==> src/rtl/tone_arbiter_if.sv <==
// Bundle between the music mux / game logic and the tone arbiter.
// master: request and music side; slave: the arbiter itself.
interface tone_arbiter_if;
    logic [31:0] freq_music;
    logic        req_hit;
    logic        req_kill;
    logic        req_boss;
    logic        mute;
    logic [31:0] freq;
    logic        sfx_active;
    logic [1:0]  sfx_id;

    modport master (
        output freq_music, req_hit, req_kill, req_boss, mute,
        input  freq, sfx_active, sfx_id
    );

    modport slave (
        input  freq_music, req_hit, req_kill, req_boss, mute,
        output freq, sfx_active, sfx_id
    );
endinterface

==> src/rtl/tone_arbiter.sv <==
// tone_arbiter: shares the single tone generator between background music
// and three one-shot effects (player hit > enemy kill > boss hit).
// Requests are sampled once, rising edges are latched as pending, and the
// highest-priority source gets the generator for LEN duration ticks.
// Optional build macro TONE_ARB_VIBRATO_EN: the effect pitch jumps an octave
// on alternate ticks.
//
// state | meaning
// IDLE  | music owns the generator, waiting for an edge or pending bit
// PLAY  | effect sfx_id owns the generator, dur ticks remaining
module tone_arbiter #(
    parameter int          TICK_DIV  = 1_000_000,
    parameter int          HIT_LEN   = 30,
    parameter int          KILL_LEN  = 15,
    parameter int          BOSS_LEN  = 8,
    parameter logic [31:0] HIT_FREQ  = 32'd196,
    parameter logic [31:0] KILL_FREQ = 32'd1047,
    parameter logic [31:0] BOSS_FREQ = 32'd659
) (
    input  logic         clk,
    input  logic         rst,
    tone_arbiter_if.slave bus
);

    localparam int             PW         = (TICK_DIV > 1) ? $clog2(TICK_DIV) : 1;
    localparam logic [PW-1:0]  PRESC_LAST = PW'(TICK_DIV - 1);

    typedef enum logic {IDLE, PLAY} state_t;

    // Source vectors are ordered {hit, kill, boss}, so ids 3/2/1 map to bits 2/1/0
    // and a numerically larger id is always the higher priority.
    logic [2:0]    req_s_q, req_prev_q, req_edge;
    logic [2:0]    pend_q, pend_d;
    state_t        state_q, state_d;
    logic [1:0]    id_q, id_d;
    logic [PW-1:0] presc_q, presc_d;
    logic [7:0]    dur_q, dur_d;
    logic [31:0]   freq_q;
    logic          active_q;
    logic          tick;
    logic          grant;
    logic [1:0]    gnt_id;
    logic [1:0]    edge_top, any_top;
    logic [31:0]   eff_freq;

    function automatic logic [1:0] top_id(input logic [2:0] v);
        if (v[2])      return 2'd3;
        else if (v[1]) return 2'd2;
        else if (v[0]) return 2'd1;
        else           return 2'd0;
    endfunction

    function automatic logic [7:0] len_of(input logic [1:0] id);
        case (id)
            2'd3:    return 8'(HIT_LEN);
            2'd2:    return 8'(KILL_LEN);
            2'd1:    return 8'(BOSS_LEN);
            default: return 8'd0;
        endcase
    endfunction

    function automatic logic [31:0] freq_of(input logic [1:0] id);
        case (id)
            2'd3:    return HIT_FREQ;
            2'd2:    return KILL_FREQ;
            2'd1:    return BOSS_FREQ;
            default: return 32'd0;
        endcase
    endfunction

    function automatic logic [2:0] mask_of(input logic [1:0] id);
        case (id)
            2'd3:    return 3'b100;
            2'd2:    return 3'b010;
            2'd1:    return 3'b001;
            default: return 3'b000;
        endcase
    endfunction

    assign req_edge = req_s_q & ~req_prev_q;
    assign tick     = (presc_q == PRESC_LAST);
    assign edge_top = top_id(req_edge);
    assign any_top  = top_id(pend_q | req_edge);

`ifdef TONE_ARB_VIBRATO_EN
    logic oct_q, oct_d;
    assign eff_freq = oct_q ? (freq_of(id_q) << 1) : freq_of(id_q);
`else
    assign eff_freq = freq_of(id_q);
`endif

    // Sample requests and keep the previous sample for rising-edge detection.
    always_ff @(posedge clk or posedge rst) begin
        if (rst) begin
            req_s_q    <= 3'b000;
            req_prev_q <= 3'b000;
        end else begin
            req_s_q    <= {bus.req_hit, bus.req_kill, bus.req_boss};
            req_prev_q <= req_s_q;
        end
    end

    // Arbiter state, pending bits and effect timers.
    always_ff @(posedge clk or posedge rst) begin
        if (rst) begin
            state_q <= IDLE;
            id_q    <= 2'd0;
            pend_q  <= 3'b000;
            presc_q <= '0;
            dur_q   <= 8'd0;
`ifdef TONE_ARB_VIBRATO_EN
            oct_q   <= 1'b0;
`endif
        end else begin
            state_q <= state_d;
            id_q    <= id_d;
            pend_q  <= pend_d;
            presc_q <= presc_d;
            dur_q   <= dur_d;
`ifdef TONE_ARB_VIBRATO_EN
            oct_q   <= oct_d;
`endif
        end
    end

    // Grant selection: preempt/retrigger first, then normal expiry hand-over.
    always_comb begin
        state_d = state_q;
        id_d    = id_q;
        pend_d  = pend_q | req_edge;
        presc_d = presc_q;
        dur_d   = dur_q;
        grant   = 1'b0;
        gnt_id  = 2'd0;
`ifdef TONE_ARB_VIBRATO_EN
        oct_d   = oct_q;
`endif
        case (state_q)
            IDLE: begin
                if (any_top != 2'd0) begin
                    grant  = 1'b1;
                    gnt_id = any_top;
                end
            end
            PLAY: begin
                presc_d = tick ? '0 : presc_q + 1'b1;
`ifdef TONE_ARB_VIBRATO_EN
                if (tick) oct_d = ~oct_q;
`endif
                // An edge from the current source (retrigger) or a higher one wins outright.
                if (edge_top != 2'd0 && edge_top >= id_q) begin
                    grant  = 1'b1;
                    gnt_id = edge_top;
                end else if (tick) begin
                    if (dur_q == 8'd1) begin
                        if (any_top != 2'd0) begin
                            grant  = 1'b1;
                            gnt_id = any_top;
                        end else begin
                            state_d = IDLE;
                            id_d    = 2'd0;
                        end
                    end else begin
                        dur_d = dur_q - 8'd1;
                    end
                end
            end
            default: begin
                state_d = IDLE;
                id_d    = 2'd0;
            end
        endcase

        if (grant) begin
            state_d = PLAY;
            id_d    = gnt_id;
            dur_d   = len_of(gnt_id);
            presc_d = '0;
            pend_d  = pend_d & ~mask_of(gnt_id);
`ifdef TONE_ARB_VIBRATO_EN
            oct_d   = 1'b0;
`endif
        end
    end

    // Registered tone output, one cycle behind the arbiter state.
    always_ff @(posedge clk or posedge rst) begin
        if (rst) begin
            freq_q   <= 32'd0;
            active_q <= 1'b0;
        end else begin
            if (bus.mute)
                freq_q <= 32'd0;
            else if (state_q == PLAY)
                freq_q <= eff_freq;
            else
                freq_q <= bus.freq_music;
            active_q <= (state_q == PLAY);
        end
    end

    assign bus.freq       = freq_q;
    assign bus.sfx_active = active_q;
    assign bus.sfx_id     = id_q;

endmodule

==> src/flat_wrapper.sv <==
// flat-port wrapper written by rule: the top's interface ports become plain ports
module tone_arbiter_flat 
#(
    parameter int          TICK_DIV  = 1_000_000,
    parameter int          HIT_LEN   = 30,
    parameter int          KILL_LEN  = 15,
    parameter int          BOSS_LEN  = 8,
    parameter logic [31:0] HIT_FREQ  = 32'd196,
    parameter logic [31:0] KILL_FREQ = 32'd1047,
    parameter logic [31:0] BOSS_FREQ = 32'd659
)
  (clk, rst, bus_freq_music, bus_req_hit, bus_req_kill, bus_req_boss, bus_mute, bus_freq, bus_sfx_active, bus_sfx_id);
  tone_arbiter_if bus_i ();
  input  logic clk;
  input  logic rst;
  input wire logic [$bits(bus_i.freq_music)-1:0] bus_freq_music;
  input wire logic [$bits(bus_i.req_hit)-1:0] bus_req_hit;
  input wire logic [$bits(bus_i.req_kill)-1:0] bus_req_kill;
  input wire logic [$bits(bus_i.req_boss)-1:0] bus_req_boss;
  input wire logic [$bits(bus_i.mute)-1:0] bus_mute;
  output wire logic [$bits(bus_i.freq)-1:0] bus_freq;
  output wire logic [$bits(bus_i.sfx_active)-1:0] bus_sfx_active;
  output wire logic [$bits(bus_i.sfx_id)-1:0] bus_sfx_id;
  assign bus_i.freq_music = bus_freq_music;
  assign bus_i.req_hit = bus_req_hit;
  assign bus_i.req_kill = bus_req_kill;
  assign bus_i.req_boss = bus_req_boss;
  assign bus_i.mute = bus_mute;
  assign bus_freq = bus_i.freq;
  assign bus_sfx_active = bus_i.sfx_active;
  assign bus_sfx_id = bus_i.sfx_id;
  tone_arbiter #(.TICK_DIV(TICK_DIV), .HIT_LEN(HIT_LEN), .KILL_LEN(KILL_LEN), .BOSS_LEN(BOSS_LEN), .HIT_FREQ(HIT_FREQ), .KILL_FREQ(KILL_FREQ), .BOSS_FREQ(BOSS_FREQ)) u_core (.clk(clk), .rst(rst), .bus(bus_i));
endmodule
==> config.mk <==
export PLATFORM = sky130hd
export DESIGN_NAME = tone_arbiter_flat
export DESIGN_NICKNAME = d
export VERILOG_FILES = /design/src/rtl/tone_arbiter_if.sv /design/src/rtl/tone_arbiter.sv /design/src/flat_wrapper.sv
export SDC_FILE = /design/constraint.sdc
export NUM_CORES = 1
export LEC_CHECK = 0
export BUFFER_PORTS_ARGS = -buffer_cell sky130_fd_sc_hd__buf_2
export CAP_MARGIN = 40
export CORE_MARGIN = 2
export CORE_UTILIZATION = 48
export DETAILED_ROUTE_END_ITERATION = 7
export PLACE_DENSITY = 0.75
export RECOVER_POWER = 50
export SLEW_MARGIN = 20
export SYNTH_ARGS = -nofsm -noshare
export SYNTH_HDL_FRONTEND = slang
export SYNTH_SLANG_ARGS = --single-unit
==> constraint.sdc <==
create_clock -name clk -period 2.5 [get_ports clk]
set_input_delay 0.375 -clock clk [delete_from_list [all_inputs] [get_ports clk]]
set_output_delay 0.375 -clock clk [all_outputs]
set_load 0.005 [all_outputs]
==> results of run 1 <==
[power by group]
group          internal [uW]  total, uW  switching (uW)
registers               1340       1480             146
logic                    363        824             461
clock network            500        950             450
total                   2200       3260            1060
[logic make-up (layout without fill, tap and decap cells)]
kind of cell	count (synthesis)	after routing
XOR/XNOR	20	20
multiplexers	5	5
buffers and inverters	19	116
AO/OA/AOI/OAI	42	42
AND/OR/NAND/NOR	141	141
adder cells (fa/ha/maj)	9	9
flip-flops	73	73
[cells in the mapped netlist (all sizes together), types with 2 or more instances]
cell,number
a211o,2
a211oi,2
a21o,2
a21oi,8
a22o,2
and2,24
buf,2
clkbuf,5
dfrtp,73
ha,9
inv,12
mux2i,4
nand2,16
nand2b,4
nand3,10
nand4,6
nor2,42
nor2b,3
nor3,17
nor4,6
o211ai,3
o21a,2
o21ai,10
or2,2
or3,2
or4,4
xnor2,15
xor2,5
[repair_timing]
item | CTS | global route
hold endpoints to repair | 0 | 0
resized for setup | 1 | 6
buffers inserted | 0 | 1
cloned | 0 | 0
pin swaps | 0 | 1
endpoints found under the setup margin | 19 | 33
[state kept, by name, indices dropped and copies added (netlist names)]
signal and cells:
u_core.dur_q 8, u_core.req_s_q 3, u_core.presc_q 20, u_core.req_prev_q 3
u_core.pend_q 3, u_core.state_q 1, u_core.bus.sfx_active 1, u_core.bus.freq 32
u_core.bus.sfx_id 2
[worst max-delay path, stage by stage (launching register included)]
cell,delay [ns]
dfrtp_1,0.40
nor2b_4,0.17
o21bai_1,0.13
inv_1,0.08
ha_1,0.27
nand2b_1,0.16
a21oi_2,0.20
o21ai_2,0.10
o21a_1,0.23
buf_4,0.16
o31ai_1,0.28
o21ai_1,0.10
[layer usage]
metal | global-route usage | wire length, um | part of all wire | vias to the layer above
met4 | 0.09659 | 145 | 0.022 | 0
li1 | - | - | - | 1255
met5 | 0 | 0 | 0 | -
met2 | 0.2867 | 3139 | 0.47 | 75
met3 | 0.05429 | 388 | 0.059 | 16
met1 | 0.2569 | 2940 | 0.44 | 1199
[final cells by class]
type | instances | area [um^2] | area share
clock buffers | 10 | 137.6 | 0.03379
clock inverters | 6 | 72.57 | 0.01782
inverters | 12 | 45.04 | 0.01106
multi-input cells | 217 | 1416 | 0.3478
flip-flops and latches | 73 | 1827 | 0.4485
well taps | 80 | 100.1 | 0.02458
repair buffers | 88 | 474.2 | 0.1164
[through the flow]
| step | setup TNS (ns) | hold WS (ns) | util |
|---|---|---|---|
| after floorplan | 0 | 0.3461 | - |
| after global placement | 0 | 0.3535 | 0.5734 |
| final | 0 | 0.1360 | 0.6096 |
| after detailed placement | -0.1001 | 0.3597 | 0.5745 |
| after global routing | -0.05331 | 0.1170 | 0.6096 |
| after CTS | -0.02333 | 0.1125 | 0.6067 |
[worst min-delay path by stage]
stage	start	endpoint	slack (ns)	cells past startpoint
2_1_floorplan	u_core.req_s_q[2]$_DFF_PP0_	u_core.req_prev_q[2]$_DFF_PP0_	0.35	0
3_3_place_gp	u_core.req_s_q[1]$_DFF_PP0_	u_core.req_prev_q[1]$_DFF_PP0_	0.35	0
3_5_place_dp	u_core.req_s_q[2]$_DFF_PP0_	u_core.req_prev_q[2]$_DFF_PP0_	0.36	0
4_1_cts	rst	u_core.bus.freq[15]$_DFF_PP0_	0.11	3
5_1_grt	bus_req_kill	u_core.req_s_q[1]$_DFF_PP0_	0.12	1
6_report	bus_req_boss	u_core.req_s_q[0]$_DFF_PP0_	0.14	1
==> results.json, run 1 <==
{
  "crit-reg2reg-capture": "u_core.dur_q[3]$_DFFE_PP0P_",
  "post_synth_num_cell_types": 53,
  "antenna_violating_nets_post_route": 0,
  "critical_path_peak_fanout": 9,
  "post_route_cells_drive_above_1_share": 0.2906,
  "final_min_period_over_clock_period": 0.9539,
  "fillers": 581,
  "initial_utilization": 0.4904,
  "yosys.area_share.simple": 0.2276,
  "via_count": 2545,
  "syn-cell-area_um2": 3277,
  "cts.path.max_buffers": 2,
  "wire_length_of_the_first_global_routing_pass_mm": 11.35,
  "synth.area.mux_share": 0.01565,
  "status": "finished with violations",
  "io_buffer_count": 72,
  "final_hold_viol_count": 0,
  "origin_of_the_critical_flop_to_flop_path": "u_core.req_prev_q[2]$_DFF_PP0_",
  "skew_ns": 0.007377,
  "design.die.area_um2": 7504,
  "final_cell_count_no_fill": 486,
  "crit_end": "u_core.dur_q[3]$_DFFE_PP0P_",
  "synthArstFlopShare": 1.000,
  "timing.critical_path.required_ns": 2.72,
  "slew_viol_final": 74,
  "power.ir.vdd_worst_mv": 0.4518,
  "fraction_of_the_yosys_area_taken_by_sequential_cells": 0.5575,
  "post_synth.cell_area_avg_um2": 10.60,
  "endpoint_kind": "flip-flop",
  "detailedRoute.firstIterationViolations": 104,
  "routedWlPerCell_um": 13.61,
  "tritoncts_num_sinks": 73,
  "clk_root_buffer_cell": "clkbuf_8",
  "ios": 73,
  "timing.reg2reg.setup_slack_ns": 0.12,
  "adder_and_majority_gate_portion_of_the_synthesized_area": 0.03436,
  "cellLeakagePower_uw": 0.002014,
  "yosysTopAreaCellShare": 0.5575,
  "ys_top_cells_by_area": "dfrtp_1 56%, nor2_1 4.7%, and2_1 4.6%, xnor2_1 4.0%, ha_1 3.4%",
  "synth_compound_gate_area_share": 0.08858,
  "worst_r2r_path_depth": 11,
  "max_cap_viol_count": 1,
  "total_power_uw": 3257,
  "layout.cells.most_common_list": "73 x dfrtp_1, 69 x buf_2, 41 x nor2_1, 24 x and2_1, 16 x nand2_1",
  "cts_hold_repair.buffers": 0,
  "placement.setup.worst_slack_ns": -0.02730,
  "min_period_ns": 2.385,
  "via_per_inst": 5.237,
  "grt_max_degree": 74,
  "placement_rows": 30,
  "core_um2": 6681,
  "grt_antenna_before_repair": 0,
  "ys_warn_count": 0,
  "detail_route.wirelength_mm": 6.613,
  "grt.overflow.total": 0,
  "cts_tree": "built",
  "chipHeight_um": 86.63,
  "violations_in_the_final_reports": "max-capacitance violations, max-slew violations",
  "dpl-instance-area_um2": 3839,
  "synth_flop_cell": "dfrtp_1",
  "critical_path.startpoint": "u_core.req_prev_q[2]$_DFF_PP0_",
  "die_w_um": 86.63,
  "setup_repair_after_global_routing_missed_its_margin": "yes",
  "cts-htree-levels": 3,
  "number_of_nets_in_the_synthesized_netlist": 356,
  "max_slew.worst_pin.slew_ns": 1.712,
  "vias_in_the_first_global_route": 2518,
  "timing.final.setup_violations": 0,
  "syn_to_final_growth_pct": 24.28,
  "numCtsBuffers": 9,
  "detailed_place_hpwl_mm": 4.701,
  "track_usage": 0.1919,
  "antenna-diode-count": 0,
  "drc": 0,
  "worst-setup-path-type": "reg2reg",
  "power_per_cell_area_nw_per_um2": 799.8,
  "synth_enable_flop_cells": 0,
  "yosys.area.top_type": "dfrtp_1",
  "gp_congestion": 0.9208,
  "design.final.nets": 448,
  "fmaxAchievable_mhz": 419.3,
  "synthesis.instances": 309,
  "critPathArrivalTime_ns": 2.60,
  "synth_top_family_by_area": "simple AND/OR/NAND/NOR gates",
  "setup_slack_ns": 0.1153,
  "holdCritPathClass": "in2reg",
  "worst_skew_pair.late_latency_ns": 0.34,
  "post_synth_xor_area_fraction": 0.05346,
  "clkTransAtPathRegs_ns": 0.08,
  "drt_pass1_iterations": 5,
  "placedCellCount": 469,
  "yosys_register_bits": 73,
  "mostFrequentLayoutCell": "dfrtp_1",
  "timing.critical_path.from_type": "flip-flop",
  "layout.cell_area.non_filler_um2": 4073,
  "relSlewSlack": -0.1415
}
Power figures use the tool's default switching activity.
==> inputs of run 2 (changes only) <==
ABC_AREA = 1   (was unset)
CORE_UTILIZATION = 49   (was 48)
PLACE_DENSITY = 0.76   (was 0.75)
==> results.json, run 2 <==
{
  "status": "finished, final reports clean",
  "crit-reg2reg-capture": "u_core.dur_q[6]$_DFFE_PP0P_",
  "grt_util_met3": 0.07369,
  "timing.critical_path.from_type": "flip-flop",
  "placement.setup.worst_slack_ns": 0.09270,
  "clkTransAtPathRegs_ns": 0.07,
  "max_slew.worst_pin.slew_ns": 1.085,
  "largest_reg_flops": 32,
  "cts.path.max_buffers": 2,
  "post_synth_num_cell_types": 33,
  "cts-htree-levels": 3,
  "grt_antenna_before_repair": 0,
  "yosys-top-cells-count": "92 x nand2_1, 82 x nor2_1, 73 x dfrtp_1, 46 x inv_1, 18 x a21oi_1",
  "timing.reg2reg.setup_slack_ns": 0.26,
  "via_count": 2956,
  "final_min_period_over_clock_period": 0.8977,
  "crit_end": "u_core.dur_q[6]$_DFFE_PP0P_",
  "ys_warn_count": 0,
  "worst_skew_pair.late_latency_ns": 0.36,
  "critical_path_peak_fanout": 8,
  "syn_to_final_growth_pct": 19.22,
  "yosys_register_bits": 73,
  "gp_congestion": 0.8504,
  "antenna-diode-count": 0,
  "power.ir.vdd_worst_mv": 0.4953,
  "antenna_violating_nets_post_route": 0,
  "clk_root_buffer_cell": "clkbuf_8",
  "origin_of_the_critical_flop_to_flop_path": "u_core.req_s_q[2]$_DFF_PP0_",
  "timing.final.setup_violations": 0,
  "power.net_switching_uw": 1136,
  "grt.overflow.total": 0,
  "ios": 73,
  "total_power_uw": 3376,
  "placedCellCount": 584,
  "design.die.area_um2": 7813,
  "drc": 0,
  "routedWlPerCell_um": 12.48,
  "setup_slack_ns": 0.2557,
  "synthMostInstantiatedCell": "nand2_1",
  "slew_viol_final": 0,
  "design.final.nets": 546,
  "drt_pass1_iterations": 4,
  "final_hold_viol_count": 0,
  "synth_enable_flop_cells": 0,
  "cts_tree": "built",
  "power.combinational.fraction": 0.261,
  "synth_flop_cell": "dfrtp_1",
  "post_synth.cell_area_avg_um2": 8.289,
  "worst-setup-path-type": "reg2reg",
  "multiInputGateArea_um2": 1425,
  "gr_busiest_metal": "met2",
  "syn-cell-area_um2": 3490,
  "wire_length_of_the_first_global_routing_pass_mm": 12.82,
  "placement_rows": 30,
  "max_cap_viol_count": 0,
  "final_core_utilization": 0.6090,
  "relSlewSlack": 0.2762,
  "power.sequential.fraction": 0.437,
  "via_per_inst": 4.927,
  "fraction_of_the_yosys_area_taken_by_sequential_cells": 0.5235,
  "groute.layer.met2.usage": 0.3445,
  "timing.critical_path.required_ns": 2.72,
  "critPathArrivalTime_ns": 2.47,
  "grt_max_degree": 32,
  "endpoint_kind": "flip-flop",
  "setup_repair_after_global_routing_missed_its_margin": "no",
  "numCtsBuffers": 9,
  "power_per_cell_area_nw_per_um2": 811.5,
  "cellLeakagePower_uw": 0.002109,
  "tritoncts_num_sinks": 73,
  "detailed_place_hpwl_mm": 5.324,
  "internal_power_uw": 2240,
  "number_of_nets_in_the_synthesized_netlist": 468,
  "io_buffer_count": 72,
  "worst_r2r_path_depth": 13,
  "detailedRoute.firstIterationViolations": 184,
  "synthesis.instances": 421,
  "chipHeight_um": 88.39,
  "fillers": 612,
  "core_um2": 6832,
  "holdCritPathClass": "in2reg",
  "yosysTopAreaCellShare": 0.5235,
  "ys_top_cells_by_area": "dfrtp_1 52%, nand2_1 9.9%, nor2_1 8.8%, inv_1 4.9%, xor2_1 3.3%",
  "initial_utilization": 0.5108,
  "critical_path.startpoint": "u_core.req_s_q[2]$_DFF_PP0_",
  "layout.cells.most_common_list": "92 x nand2_1, 81 x nor2_1, 73 x dfrtp_1, 66 x buf_2, 46 x inv_1",
  "power.clock.fraction": 0.303,
  "post_route_cells_drive_above_1_share": 0.2044,
  "min_period_ns": 2.244,
  "setup_tns_ns": 0,
  "ff_latch_area_um2": 1827,
  "die_w_um": 88.39,
  "detail_route.wirelength_mm": 7.486,
  "grt.met1_usage": 0.2532,
  "fmaxAchievable_mhz": 445.6,
  "mostFrequentLayoutCell": "nand2_1",
  "vias_in_the_first_global_route": 2954,
  "cts_post_setup_buffers_inserted": 0,
  "skew_ns": 0.01570,
  "power.switching_fraction": 0.3364,
  "synthArstFlopShare": 1.000,
  "final_cell_count_no_fill": 600,
  "yosys.area.top_type": "dfrtp_1",
  "track_usage": 0.2091
}
-- run 2: worst min-delay path by stage --
stage	startpoint	endpoint	cells past startpoint
after detailed placement	u_core.req_s_q[0]$_DFF_PP0_	u_core.req_prev_q[0]$_DFF_PP0_	0
after floorplan	u_core.req_s_q[0]$_DFF_PP0_	u_core.req_prev_q[0]$_DFF_PP0_	0
after global routing	bus_req_kill	u_core.req_s_q[1]$_DFF_PP0_	1
after CTS	rst	u_core.dur_q[4]$_DFFE_PP0P_	2
final	bus_req_kill	u_core.req_s_q[1]$_DFF_PP0_	1
after global placement	u_core.req_s_q[2]$_DFF_PP0_	u_core.req_prev_q[2]$_DFF_PP0_	0
-- run 2: metal layers --
metal | vias up | share of wire
met2 | 98 | 0.47
met1 | 1373 | 0.43
met3 | 12 | 0.079
met5 | - | 0
li1 | 1473 | -
met4 | 0 | 0.013
-- run 2: what timing repair did --
action                     in CTS  in global routing
setup endpoints to repair       0                 16
hold buffers                    0                  0
resized for setup               0                  2
-- run 2: power groups by stage --
| stage | Combinational [uW] | Clock (uW) | Sequential, uW |
|---|---|---|---|
| floorplan | 611 | 0 | 1470 |
| global placement | 846 | 0 | 1490 |
| detailed placement | 877 | 0 | 1490 |
| CTS | 886 | 1040 | 1470 |
| global route | 1010 | 1090 | 1500 |
| finish | 880 | 1020 | 1470 |
-- run 2: layout make-up --
type                       count  area share
sequential                    73      0.4391
multi-input combinational    289      0.3426
tap                           96     0.02887
timing repair buffer          77     0.09233
clock buffer                  10     0.03068
clock inverter                 6     0.02165
inverter                      49     0.04481
-- run 2: kinds of logic after synthesis --
| group | after synthesis | share of synthesized area |
|---|---|---|
| AO/OA/AOI/OAI | 41 | 0.06669 |
| adder cells (fa/ha/maj) | 9 | 0.03227 |
| flip-flops | 73 | 0.5235 |
| buffers and inverters | 59 | 0.06884 |
| AND/OR/NAND/NOR | 226 | 0.2761 |
| XOR/XNOR | 13 | 0.03263 |
-- run 2: critical path, stage by stage (launching register included) --
cell,delay [ns]
dfrtp_1,0.38
nand2_1,0.12
a21boi_1,0.24
ha_1,0.28
nand2_1,0.06
nand3b_1,0.09
nand2_1,0.11
inv_1,0.07
nor2_2,0.20
nand3_1,0.17
nand2_4,0.16
inv_4,0.07
nand4_1,0.08
o21ai_0,0.09
-- run 2: through the flow --
stage	hold WS [ns]	area (um^2)
after CTS	0.1183	4184
final	0.1310	4160
after global placement	0.3571	3966
after global routing	0.1257	4160
after detailed placement	0.3656	3966
after floorplan	0.3540	3490
==> inputs of run 3 (changes only) <==
ABC_CLOCK_PERIOD_IN_PS = 2500   (was unset)
PLACE_DENSITY = unset   (was 0.76)
PLACE_DENSITY_LB_ADDON = 0.3   (was unset)
==> results.json, run 3 (synthesized netlist as in run 2, its figures left out) <==
{
  "grt.overflow.total": 0,
  "grt_antenna_before_repair": 0,
  "vias_in_the_first_global_route": 2851,
  "critPathArrivalTime_ns": 2.47,
  "layout.cells.most_common_list": "92 x nand2_1, 81 x nor2_1, 73 x dfrtp_1, 64 x buf_2, 46 x inv_1",
  "fillers": 638,
  "post_route_cells_drive_above_1_share": 0.1968,
  "tritoncts_num_sinks": 73,
  "die_w_um": 88.39,
  "numCtsBuffers": 9,
  "cts_post_setup_buffers_inserted": 0,
  "worst_path_max_delay_cell": "dfrtp_1",
  "relSlewSlack": 0.1017,
  "max_cap_viol_count": 0,
  "design.final.nets": 545,
  "placement_rows": 30,
  "detailedRoute.firstIterationViolations": 173,
  "series_of_cell_instances_along_the_critical_path": "nand2_1, a21boi_1, ha_1, nand2_1, nand3b_1, nand2_1, inv_1, nor2_2, nand2_1, nand2_2, nand3_1, nand2_1, o21ai_0",
  "core_um2": 6832,
  "worst_skew_pair.late_latency_ns": 0.34,
  "io_buffer_count": 72,
  "chipHeight_um": 88.39,
  "multiInputGateArea_um2": 1425,
  "via_count": 2907,
  "antenna-diode-count": 0,
  "fmaxAchievable_mhz": 444.1,
  "critPathMaxStageDelay_ns": 0.38,
  "power_per_cell_area_nw_per_um2": 825.6,
  "detailed_place_hpwl_mm": 5.261,
  "antenna_violating_nets_post_route": 0,
  "wire_length_of_the_first_global_routing_pass_mm": 12.42,
  "ff_latch_area_um2": 1827,
  "cellLeakagePower_uw": 0.002107,
  "clkTransAtPathRegs_ns": 0.08,
  "setup_tns_ns": 0,
  "drc": 0,
  "timing.critical_path.from_type": "flip-flop",
  "design.die.area_um2": 7813,
  "initial_utilization": 0.5108,
  "routedWlPerCell_um": 12.09,
  "cp_common_cell": "nand2_1",
  "largest_reg_flops": 32,
  "worst-setup-path-type": "reg2reg",
  "setup_repair_after_global_routing_missed_its_margin": "no",
  "slew_viol_final": 0,
  "drt_pass1_iterations": 4,
  "final_hold_viol_count": 0,
  "power.ir.vdd_worst_mv": 0.6407,
  "grt_max_degree": 57,
  "track_usage": 0.2045,
  "timing.critical_path.required_ns": 2.72,
  "cts_tree": "built",
  "timing.final.setup_violations": 0,
  "status": "finished, final reports clean",
  "syn_to_final_growth_pct": 19.43,
  "ios": 73,
  "gp_congestion": 0.8669,
  "max_slew.worst_pin.slew_ns": 1.347,
  "via_per_inst": 4.853,
  "skew_ns": 0.008854,
  "holdCritPathClass": "in2async",
  "mostFrequentLayoutCell": "nand2_1",
  "worst_r2r_path_depth": 13,
  "final_min_period_over_clock_period": 0.9007,
  "final_core_utilization": 0.6101,
  "cts.path.max_buffers": 2,
  "clk_root_buffer_cell": "clkbuf_8",
  "endpoint_kind": "flip-flop",
  "cts-htree-levels": 3,
  "detail_route.wirelength_mm": 7.243,
  "min_period_ns": 2.252,
  "critical_path_peak_fanout": 10
}
[run 3: report_power, final]
group / leakage, uW / internal, uW / switching [uW] / total [uW]
Clock: 0.000118 / 664 / 431 / 1090
Combinational: 0.00104 / 321 / 552 / 873
Sequential: 0.000953 / 1350 / 119 / 1470
[run 3: per-layer routing]
layer | vias to the layer above | wire length (um) | global-route usage
met4 | 0 | 123 | 0.08127
met3 | 11 | 554 | 0.06530
met1 | 1332 | 3115 | 0.2546
met2 | 88 | 3449 | 0.3329
li1 | 1476 | - | -
met5 | - | 0 | 0
[run 3: critical path, delay by kind of cell (launching register included)]
| kind | cells | cell delay (ns) |
|---|---|---|
| buffers and inverters | 1 | 0.08 |
| AND/OR/NAND/NOR | 9 | 1.11 |
| flip-flops | 1 | 0.38 |
| adder cells (fa/ha/maj) | 1 | 0.26 |
| AO/OA/AOI/OAI | 2 | 0.30 |
[run 3: stage by stage]
stage / hold slack, ns / instance area [um^2] / setup slack [ns] / power [uW] / cells
after global routing: 0.1238 / 4168 / 0.004593 / 3684 / 599
after floorplan: 0.3540 / 3490 / 0.2717 / 2085 / 421
after global placement: 0.3583 / 3959 / 0.2553 / 2334 / 583
after detailed placement: 0.3635 / 3959 / 0.08757 / 2364 / 583
after CTS: 0.005483 / 4194 / 0.08759 / 3481 / 599
final: 0.1024 / 4168 / 0.2483 / 3441 / 599
[run 3: layout make-up]
class                           instances  share of cell area
Inverter                               49             0.04473
Clock buffer                           11             0.03152
Timing Repair Buffer                   76             0.08976
Tap cell                               96             0.02882
Clock inverter                          5             0.02492
Multi-Input combinational cell        289              0.3419
Sequential cell                        73              0.4383
[run 3: worst paths after layout]
path                                        startpoint                              to  slack (ns)
hold reg to reg            u_core.req_s_q[0]$_DFF_PP0_  u_core.req_prev_q[0]$_DFF_PP0_        0.37
hold / removal                                     rst   u_core.bus.freq[11]$_DFF_PP0_        0.10
max in group asynchronous                          rst     u_core.dur_q[5]$_DFFE_PP0P_        0.66
min in group clk                          bus_req_kill     u_core.req_s_q[1]$_DFF_PP0_        0.14
setup reg to reg           u_core.req_s_q[2]$_DFF_PP0_     u_core.dur_q[3]$_DFFE_PP0P_        0.25
setup / recovery           u_core.req_s_q[2]$_DFF_PP0_     u_core.dur_q[3]$_DFFE_PP0P_        0.25
[run 3: repair_timing]
action / CTS / global route
hold buffers: 0 / 0
setup endpoints to repair: 0 / 15
gates resized for setup: 0 / 2
